[config.mk]
export PLATFORM = sky130hd
export DESIGN_NAME = mem_arbiter
export DESIGN_NICKNAME = d
export VERILOG_FILES = /design/src/rtl/mem_arbiter.sv
export SDC_FILE = /design/constraint.sdc
export NUM_CORES = 1
export LEC_CHECK = 0
export BUFFER_PORTS_ARGS = -buffer_cell sky130_fd_sc_hd__buf_2
export CAP_MARGIN = 15
export CORE_AREA = 2 2 71 73
export CTS_BUF_LIST = sky130_fd_sc_hd__clkbuf_8
export DETAILED_ROUTE_END_ITERATION = 12
export DIE_AREA = 0 0 73 75
export GPL_TIMING_DRIVEN = 0
export PLACE_DENSITY = 0.8
export RECOVER_POWER = 100
export SETUP_SLACK_MARGIN = 0.4
export SYNTH_ARGS = -nofsm -noshare
export SYNTH_HDL_FRONTEND = slang
export SYNTH_SLANG_ARGS = --single-unit
export TNS_END_PERCENT = 20
[constraint.sdc]
create_clock -name clk -period 3.4 [get_ports clk]
set_clock_uncertainty 0.1 [all_clocks]
set_input_delay 0.34 -clock clk [delete_from_list [all_inputs] [get_ports clk]]
set_output_delay 0.34 -clock clk [all_outputs]
set_load 0.005 [all_outputs]
[src/rtl/mem_arbiter.sv]
// Round-robin arbiter granting NREQ requesters one at a time onto a single memory port.
// Optional WAIT watchdog enabled by defining MEM_ARB_TIMEOUT_EN.
module mem_arbiter #(
  parameter int unsigned WIDTH      = 8,
  parameter int unsigned DEPTH      = 16,
  parameter int unsigned ADDR_WIDTH = $clog2(DEPTH),
  parameter int unsigned NREQ       = 4,
  parameter int unsigned TIMEOUT    = 8
) (
  input  logic                       clk,
  input  logic                       rst,
  input  logic [NREQ-1:0]            req,
  input  logic [NREQ-1:0]            req_wr_rd,
  input  logic [NREQ*ADDR_WIDTH-1:0] req_addr,
  input  logic [NREQ*WIDTH-1:0]      req_wdata,
  output logic [NREQ-1:0]            gnt,
  output logic [NREQ-1:0]            done,
  output logic [WIDTH-1:0]           rsp_rdata,
  output logic                       err,
  output logic                       m_valid,
  output logic                       m_wr_rd,
  output logic [ADDR_WIDTH-1:0]      m_addr,
  output logic [WIDTH-1:0]           m_wdata,
  input  logic [WIDTH-1:0]           m_rdata,
  input  logic                       m_ready
);

  localparam int unsigned ID_W = (NREQ > 1) ? $clog2(NREQ) : 1;

  typedef enum logic [1:0] {
    S_IDLE  = 2'd0,
    S_ISSUE = 2'd1,
    S_WAIT  = 2'd2,
    S_RESP  = 2'd3
  } state_e;

  state_e                  state_q, state_d;
  logic [ID_W-1:0]         ptr_q, ptr_d;
  logic [ID_W-1:0]         id_q, id_d;
  logic [NREQ-1:0]         gnt_q, gnt_d;
  logic [NREQ-1:0]         done_q, done_d;
  logic [WIDTH-1:0]        rsp_rdata_q, rsp_rdata_d;
  logic                    m_valid_q, m_valid_d;
  logic                    m_wr_rd_q, m_wr_rd_d;
  logic [ADDR_WIDTH-1:0]   m_addr_q, m_addr_d;
  logic [WIDTH-1:0]        m_wdata_q, m_wdata_d;

  logic                    pick_found;
  logic [ID_W-1:0]         pick_id;
  logic [ID_W-1:0]         cand;
  logic [ADDR_WIDTH-1:0]   addr_a  [NREQ];
  logic [WIDTH-1:0]        wdata_a [NREQ];

`ifdef MEM_ARB_TIMEOUT_EN
  localparam int unsigned CNT_W = $clog2(TIMEOUT + 1);
  logic [CNT_W-1:0]        cnt_q, cnt_d;
  logic                    err_q, err_d;
`endif

  // Unpack the per-requester command buses
  for (genvar k = 0; k < int'(NREQ); k++) begin : g_unpack
    assign addr_a[k]  = req_addr[k*ADDR_WIDTH +: ADDR_WIDTH];
    assign wdata_a[k] = req_wdata[k*WIDTH +: WIDTH];
  end

  // Round-robin search starting at ptr, wrapping at NREQ-1
  always_comb begin
    pick_found = 1'b0;
    pick_id    = ptr_q;
    cand       = ptr_q;
    for (int i = 0; i < int'(NREQ); i++) begin
      if (!pick_found && req[cand]) begin
        pick_found = 1'b1;
        pick_id    = cand;
      end
      cand = (cand == ID_W'(NREQ - 1)) ? '0 : cand + ID_W'(1);
    end
  end

  // Next-state and registered-output logic
  always_comb begin
    state_d     = state_q;
    ptr_d       = ptr_q;
    id_d        = id_q;
    gnt_d       = gnt_q;
    done_d      = '0;
    rsp_rdata_d = rsp_rdata_q;
    m_valid_d   = 1'b0;
    m_wr_rd_d   = m_wr_rd_q;
    m_addr_d    = m_addr_q;
    m_wdata_d   = m_wdata_q;
`ifdef MEM_ARB_TIMEOUT_EN
    cnt_d       = cnt_q;
    err_d       = err_q;
`endif

    unique case (state_q)
      S_IDLE: begin
        if (pick_found) begin
          id_d           = pick_id;
          gnt_d          = '0;
          gnt_d[pick_id] = 1'b1;
          m_valid_d      = 1'b1;
          m_wr_rd_d      = req_wr_rd[pick_id];
          m_addr_d       = addr_a[pick_id];
          m_wdata_d      = wdata_a[pick_id];
          state_d        = S_ISSUE;
        end
      end
      S_ISSUE: begin
`ifdef MEM_ARB_TIMEOUT_EN
        cnt_d   = '0;
`endif
        state_d = S_WAIT;
      end
      S_WAIT: begin
        if (m_ready) begin
          rsp_rdata_d  = m_wr_rd_q ? '0 : m_rdata;
          done_d       = '0;
          done_d[id_q] = 1'b1;
`ifdef MEM_ARB_TIMEOUT_EN
          err_d        = 1'b0;
`endif
          state_d      = S_RESP;
`ifdef MEM_ARB_TIMEOUT_EN
        end else if (cnt_q == CNT_W'(TIMEOUT - 1)) begin
          rsp_rdata_d  = '0;
          done_d       = '0;
          done_d[id_q] = 1'b1;
          err_d        = 1'b1;
          state_d      = S_RESP;
        end else begin
          cnt_d = cnt_q + CNT_W'(1);
`endif
        end
      end
      S_RESP: begin
        gnt_d   = '0;
        ptr_d   = (id_q == ID_W'(NREQ - 1)) ? '0 : id_q + ID_W'(1);
        state_d = S_IDLE;
      end
      default: state_d = S_IDLE;
    endcase
  end

  always_ff @(posedge clk) begin
    if (rst) begin
      state_q     <= S_IDLE;
      ptr_q       <= '0;
      id_q        <= '0;
      gnt_q       <= '0;
      done_q      <= '0;
      rsp_rdata_q <= '0;
      m_valid_q   <= 1'b0;
      m_wr_rd_q   <= 1'b0;
      m_addr_q    <= '0;
      m_wdata_q   <= '0;
    end else begin
      state_q     <= state_d;
      ptr_q       <= ptr_d;
      id_q        <= id_d;
      gnt_q       <= gnt_d;
      done_q      <= done_d;
      rsp_rdata_q <= rsp_rdata_d;
      m_valid_q   <= m_valid_d;
      m_wr_rd_q   <= m_wr_rd_d;
      m_addr_q    <= m_addr_d;
      m_wdata_q   <= m_wdata_d;
    end
  end

`ifdef MEM_ARB_TIMEOUT_EN
  always_ff @(posedge clk) begin
    if (rst) begin
      cnt_q <= '0;
      err_q <= 1'b0;
    end else begin
      cnt_q <= cnt_d;
      err_q <= err_d;
    end
  end

  assign err = err_q;
`else
  // Without the watchdog TIMEOUT has no effect and err is constant 0
  assign err = 1'b0 && (TIMEOUT != 0);
`endif

  assign gnt       = gnt_q;
  assign done      = done_q;
  assign rsp_rdata = rsp_rdata_q;
  assign m_valid   = m_valid_q;
  assign m_wr_rd   = m_wr_rd_q;
  assign m_addr    = m_addr_q;
  assign m_wdata   = m_wdata_q;

endmodule

==> results.toml, run 1 <==
[cells_and_area]
areaGrowthSynthToFinish_pct = 25.0
fin_util_pct = 59.3
final-seq-area_um2 = 722
antenna_cells = 0
fillCellCount = 431
stdcell_count = 395
fin_nets = 417
multiInputGateArea_um2 = 1310
drive_gt1_share_pct = 30.8

[synthesis]
synth_edf_count = 0
synth_area_per_cell_um2 = 9.17
synth_top_area_share_pct = 32.6
syn_area_um2 = 2210
synth_cells = 241
ys_seq_area_share_pct = 32.6
async_flop_share_pct = 0
post-synth-top-count-cell = "dfxtp_1"
synth.area.top_cells = "dfxtp_1, mux2i_1, o221ai_2, ha_1, nor3b_1"
synth_warnings = 0
synth.largest_area_cell = "dfxtp_1"
ys_ff_latch = 36
ys_top_cells_by_count = "dfxtp_1, mux2i_1, nor2_1, a21oi_1, nand2_1"
synthFlopType = "dfxtp_1"
ys_types = 45
synth_fp_nets = 317

[detailed_routing]
dr.pass1.iters = 4
drc = 0
wl_per_cell_um = 15.2
viasPerCell = 5.64
vias = 2226
detail_route.wirelength_um = 6010
ant_nets = 0
drt_iter0_markers = 133

[placed_design]
finalWeightedCongestion = 0.929
dp_hpwl_um = 4540
portBuffers = 93
post-place-cells = 388

[worst_setup_path]
startpoint_type = "register"
reg2reg_from = "ptr_q[1]"
endpoint = "m_wdata[4]"
reg2reg_slack_ns = 0.37
cp-end-kind = "register"
crit_fanout = 10
critPathRequiredTime_ns = 3.50
crit_type = "register to register"
r2r_cells = 8
arrival_ns = 3.13
reg2reg_to = "m_wdata[4]"
crit_start = "ptr_q[1]"

[clocking]
root_buffer = "clkbuf_8"
cts_setup_buffers = 0
cts_made_buffers = 5
clock_sinks = 36
clock_path_buffers = 2
holdBufCountCts = 0
worstSkewPairLatency_ns = 0.29
cts.clk_slew.worst_paths_ns = 0.07
cts_tree = "built"
htree_num_levels = 2

[grt]
grt-ovfl-total = 0
grt_max_degree = 11
grt_use_total_pct = 21.0
antenna_found_initial = 0
grt_first_pass_wirelength_um = 9030
grt_pass1_vias = 1974

[power]
power.density_nw_per_um2 = 651
max-vdd-ir-drop_uv = 389
p_total_w = 0.00180
p_leak_nw = 1.27

[die]
coreArea_um2 = 4660
die_width_um = 73
start_util_pct = 47.4
ios = 98
rows = 25
die_area_um2 = 5480
die_y_um = 75

[sta]
setup_violations = 0
slew_headroom_pct = 58.9
fin_crit_sh_pct = 89.2
fin_hold_ws_ns = 0.262
fin_crit_ns = 3.03
rsz0062_at_grt = "false"
max_freq_ghz = 0.330
fin_tns_setup_ns = 0
drv_slew = 0
worstMarginPinSlew_ns = 0.615
hold_viol_final = 0

[status]
run_status = "complete, no violations"

[min_path]
hp-class = "primary input to register"

[job]
maxCapViolCount = 0
placed cells by master (no fill, tap or decap), types with 3 or more instances in the layout:
cell type | netlist | layout
buf_2 | 5 | 78
dfxtp_1 | 36 | 35
mux2i_1 | 31 | 31
clkbuf_1 | 11 | 27
nor2_1 | 21 | 21
nand2_1 | 16 | 16
a21oi_1 | 16 | 16
nor3b_1 | 12 | 12
o221ai_1 | 3 | 11
inv_1 | 9 | 10
ha_1 | 9 | 8
nand2b_1 | 6 | 6
clkbuf_8 | 0 | 5
nand3_1 | 4 | 4
o21ai_0 | 4 | 4
mux2_2 | 3 | 3
a311oi_1 | 3 | 3
a31oi_1 | 3 | 3
o32a_1 | 3 | 3
per-stage QoR:
| step | setup slack (ns) | cell area [um^2] |
|---|---|---|
| 5_1_grt | 0.179 | 2760 |
| 2_1_floorplan | 0.787 | 2210 |
| 3_5_place_dp | 0.309 | 2740 |
| 4_1_cts | 0.414 | 2820 |
| 6_report | 0.367 | 2760 |
| 3_3_place_gp | 0.392 | 2740 |
layout make-up:
type                       count  area share [%]
multi-input combinational    176            47.3
sequential                    36            26.1
timing repair buffer          93            16.0
buffer                        20            4.03
clock buffer                   5            2.49
tap                           54            2.45
inverter                       9            1.22
clock inverter                 2           0.317
worst max-delay path, stage by stage, from the launching register on:
cell	delay, ns
dfxtp_2	0.35
ha_2	0.41
mux2_2	0.37
o32ai_1	0.57
nand2_1	0.18
nor3_1	0.36
o21ai_2	0.15
clkbuf_4	0.23
o221ai_1	0.21
flip-flops by register name, summed over array words and instances, names as in the netlist:
register / cells
gnt: 4
m_wdata: 8
id_q: 2
m_addr: 4
done: 4
m_valid: 1
ptr_q: 2
state_q: 2
rsp_rdata: 8
m_wr_rd: 1
repair_timing:
action	4_1_cts	5_1_grt
cloned	0	0
setup endpoints to repair	10	15
resized for setup	1	8
routing by layer:
metal | track usage, % | vias up | wire length [um]
met5 | 0 | - | 0
met4 | 7.41 | 0 | 89
met2 | 36.4 | 76 | 3130
li1 | - | 1082 | -
met3 | 4.82 | 10 | 301
met1 | 25.5 | 1058 | 2490
how the worst min path moves through the flow:
| stage | startpoint | to | slack [ns] | cells past startpoint |
|---|---|---|---|---|
| after floorplan | m_wdata[0] | m_wdata[0] | 0.36 | 2 |
| after global placement | m_wdata[1] | m_wdata[1] | 0.34 | 2 |
| after detailed placement | m_addr[0] | m_addr[0] | 0.35 | 2 |
| after CTS | req_addr[12] | m_addr[0] | 0.26 | 3 |
| after global routing | req_wdata[29] | m_wdata[5] | 0.27 | 3 |
| final | req_addr[12] | m_addr[0] | 0.26 | 3 |
where the power goes:
part | total (W) | internal (W) | switching (W)
clock | 0.000286 | 0.000136 | 0.000150
combinational | 0.000884 | 0.000396 | 0.000488
sequential | 0.000629 | 0.000550 | 0.0000788
kinds of logic (layout without fill, tap and decap cells):
family / count (synthesis) / in the layout / synth area share (%)
and+or+nand+nor: 74 / 74 / 17.9
AOI/OAI and AO/OA: 56 / 56 / 21.1
other: 1 / 1 / 0.170
muxes: 36 / 36 / 16.9
buffers and inverters: 29 / 129 / 6.23
DFF: 36 / 36 / 32.6
adders and majority gates: 9 / 9 / 5.10
Note: power is estimated with default switching activity, not from simulation.
==> inputs of run 2 (changes only) <==
- CELL_PAD_IN_SITES_DETAIL_PLACEMENT: not set -> 0
- CELL_PAD_IN_SITES_GLOBAL_PLACEMENT: not set -> 1
- CORE_AREA: 2 2 71 73 -> 2 2 83 85
- DIE_AREA: 0 0 73 75 -> 0 0 85 87
- PLACE_DENSITY: 0.8 -> not set
- PLACE_DENSITY_LB_ADDON: not set -> 0.05
==> run 2 against run 1 <==
Non-clock buffer count unchanged. Wire length rose by 0.15%. Count of clock-buffer cells in the layout increased by 1. Sequential power fell by 2%. Highest routed layer unchanged. Worst setup slack better by 0.071 ns. Total power grew 1.2%. Utilization down 17 points. Maximum frequency up 2.4%. Combinational power shrank 2%. Register-to-register slack improved by 0.07 ns. Via count fell by 5.2%. First-iteration DRC count decreased by 30%.
==> results.toml, run 2 (synthesis results as in run 1) <==
[detailed_routing]
drt_iter0_markers = 93
vias = 2111
dr.pass1.iters = 4
drc = 0
ant_nets = 0
detail_route.wirelength_um = 6020
wl_per_cell_um = 14.3
viasPerCell = 5.00

[clocking]
cts_setup_buffers = 0
cts_made_buffers = 5
worstSkewPairLatency_ns = 0.29
cts_tree = "built"
root_buffer = "clkbuf_8"
clock_path_buffers = 2
clock_sinks = 36
holdBufCountCts = 0
cts.clk_slew.worst_paths_ns = 0.08
postCtsResizedCells = 3
htree_num_levels = 2

[power]
max-vdd-ir-drop_uv = 226
p_leak_nw = 1.28
p_total_w = 0.00182
pwr-share-seq_pct = 34.0
p_int_w = 0.00110
combPwrFrac_pct = 47.7
p_sw_share_pct = 39.5
p_switching_w = 0.000720
power.density_nw_per_um2 = 649
power_frac_clock_pct = 18.3

[die]
die_y_um = 87
coreArea_um2 = 6570
start_util_pct = 33.6
ios = 98
rows = 30
die_area_um2 = 7400
die_width_um = 85

[job]
maxCapViolCount = 0

[min_path]
min_path_cells = 3
hp-class = "primary input to register"

[grt]
grt-ovfl-total = 0
grt_use_total_pct = 16.6
grt_first_pass_wirelength_um = 9990
grt_pass1_vias = 2090
grt_max_degree = 13
antenna_found_initial = 0

[sta]
fin_crit_sh_pct = 87.1
drv_slew = 0
hold_viol_final = 0
fin_crit_ns = 2.96
setup_ws_ns = 0.438
fin_tns_setup_ns = 0
rsz0062_at_grt = "false"
worstMarginPinSlew_ns = 0.566
max_freq_ghz = 0.338
slew_headroom_pct = 62.2
setup_violations = 0

[cells_and_area]
drive_gt1_share_pct = 30.1
final_common_cell = "buf_2"
multiInputGateArea_um2 = 1310
areaGrowthSynthToFinish_pct = 27.0
final_area_um2 = 2810
antenna_cells = 0
fillCellCount = 707
layout_common_cells = "buf_2, dfxtp_1, mux2i_1"
fin_nets = 417
final-seq-area_um2 = 721

[worst_setup_path]
crit_fanout = 10
arrival_ns = 3.06
r2r_cells = 9
crit_type = "register to register"
critPathRequiredTime_ns = 3.50
startpoint_type = "register"
cp-end-kind = "register"

[status]
run_status = "complete, no violations"

[placed_design]
portBuffers = 93
pre_cts_ws_ns = 0.249
dp_hpwl_um = 4670
finalWeightedCongestion = 0.756
dpl_cell_area_um2 = 2780
==> run 2: stage by stage <==
stage                     cells  utilization, %  hold slack [ns]
after floorplan             241               -            0.357
after global placement      414            42.2            0.342
after detailed placement    414            42.2            0.345
after CTS                   422            43.9            0.252
after global routing        422            42.7            0.268
final                       422            42.7            0.253
==> run 2: per-layer routing <==
layer  global-route usage (%)  share of wire (%)
met4                     3.90               0.66
met2                     27.6                 47
met3                     4.45                6.0
met1                     21.6                 46
met5                        0                  0
==> run 2: layout make-up <==
cell class                 instances  share of cell area [%]
buffer                            20                    3.79
tap                               80                    3.57
clock buffer                       6                    2.94
timing repair buffer              93                    15.8
inverter                           9                    1.20
clock inverter                     2                   0.491
sequential                        36                    25.7
multi-input combinational        176                    46.5
==> run 2: final timing paths <==
check	startpoint	to	slack (ns)
setup / recovery	ptr_q[1]	m_wdata[4]	0.44
hold / removal	req_addr[14]	m_addr[2]	0.25
setup reg to reg	ptr_q[1]	m_wdata[4]	0.44
hold reg to reg	m_wdata[1]	m_wdata[1]	0.36
==> run 2: critical path, stage by stage (launching register included) <==
cell and delay [ns]:
dfxtp_1 0.38, ha_1 0.45, clkbuf_2 0.28, nand3b_1 0.10
nand3_1 0.10, a22oi_1 0.08, o32a_1 0.40, or4_1 0.58
buf_6 0.20, o221ai_1 0.20
==> run 2: power by group through the flow <==
| stage | combinational, W | clock, W | sequential (W) |
|---|---|---|---|
| 6_report | 0.000869 | 0.000333 | 0.000619 |
| 5_1_grt | 0.000990 | 0.000364 | 0.000638 |
| 4_1_cts | 0.000954 | 0.000347 | 0.000619 |
| 3_5_place_dp | 0.000946 | 0 | 0.000625 |
| 3_3_place_gp | 0.000948 | 0 | 0.000628 |
| 2_1_floorplan | 0.000633 | 0 | 0.000632 |
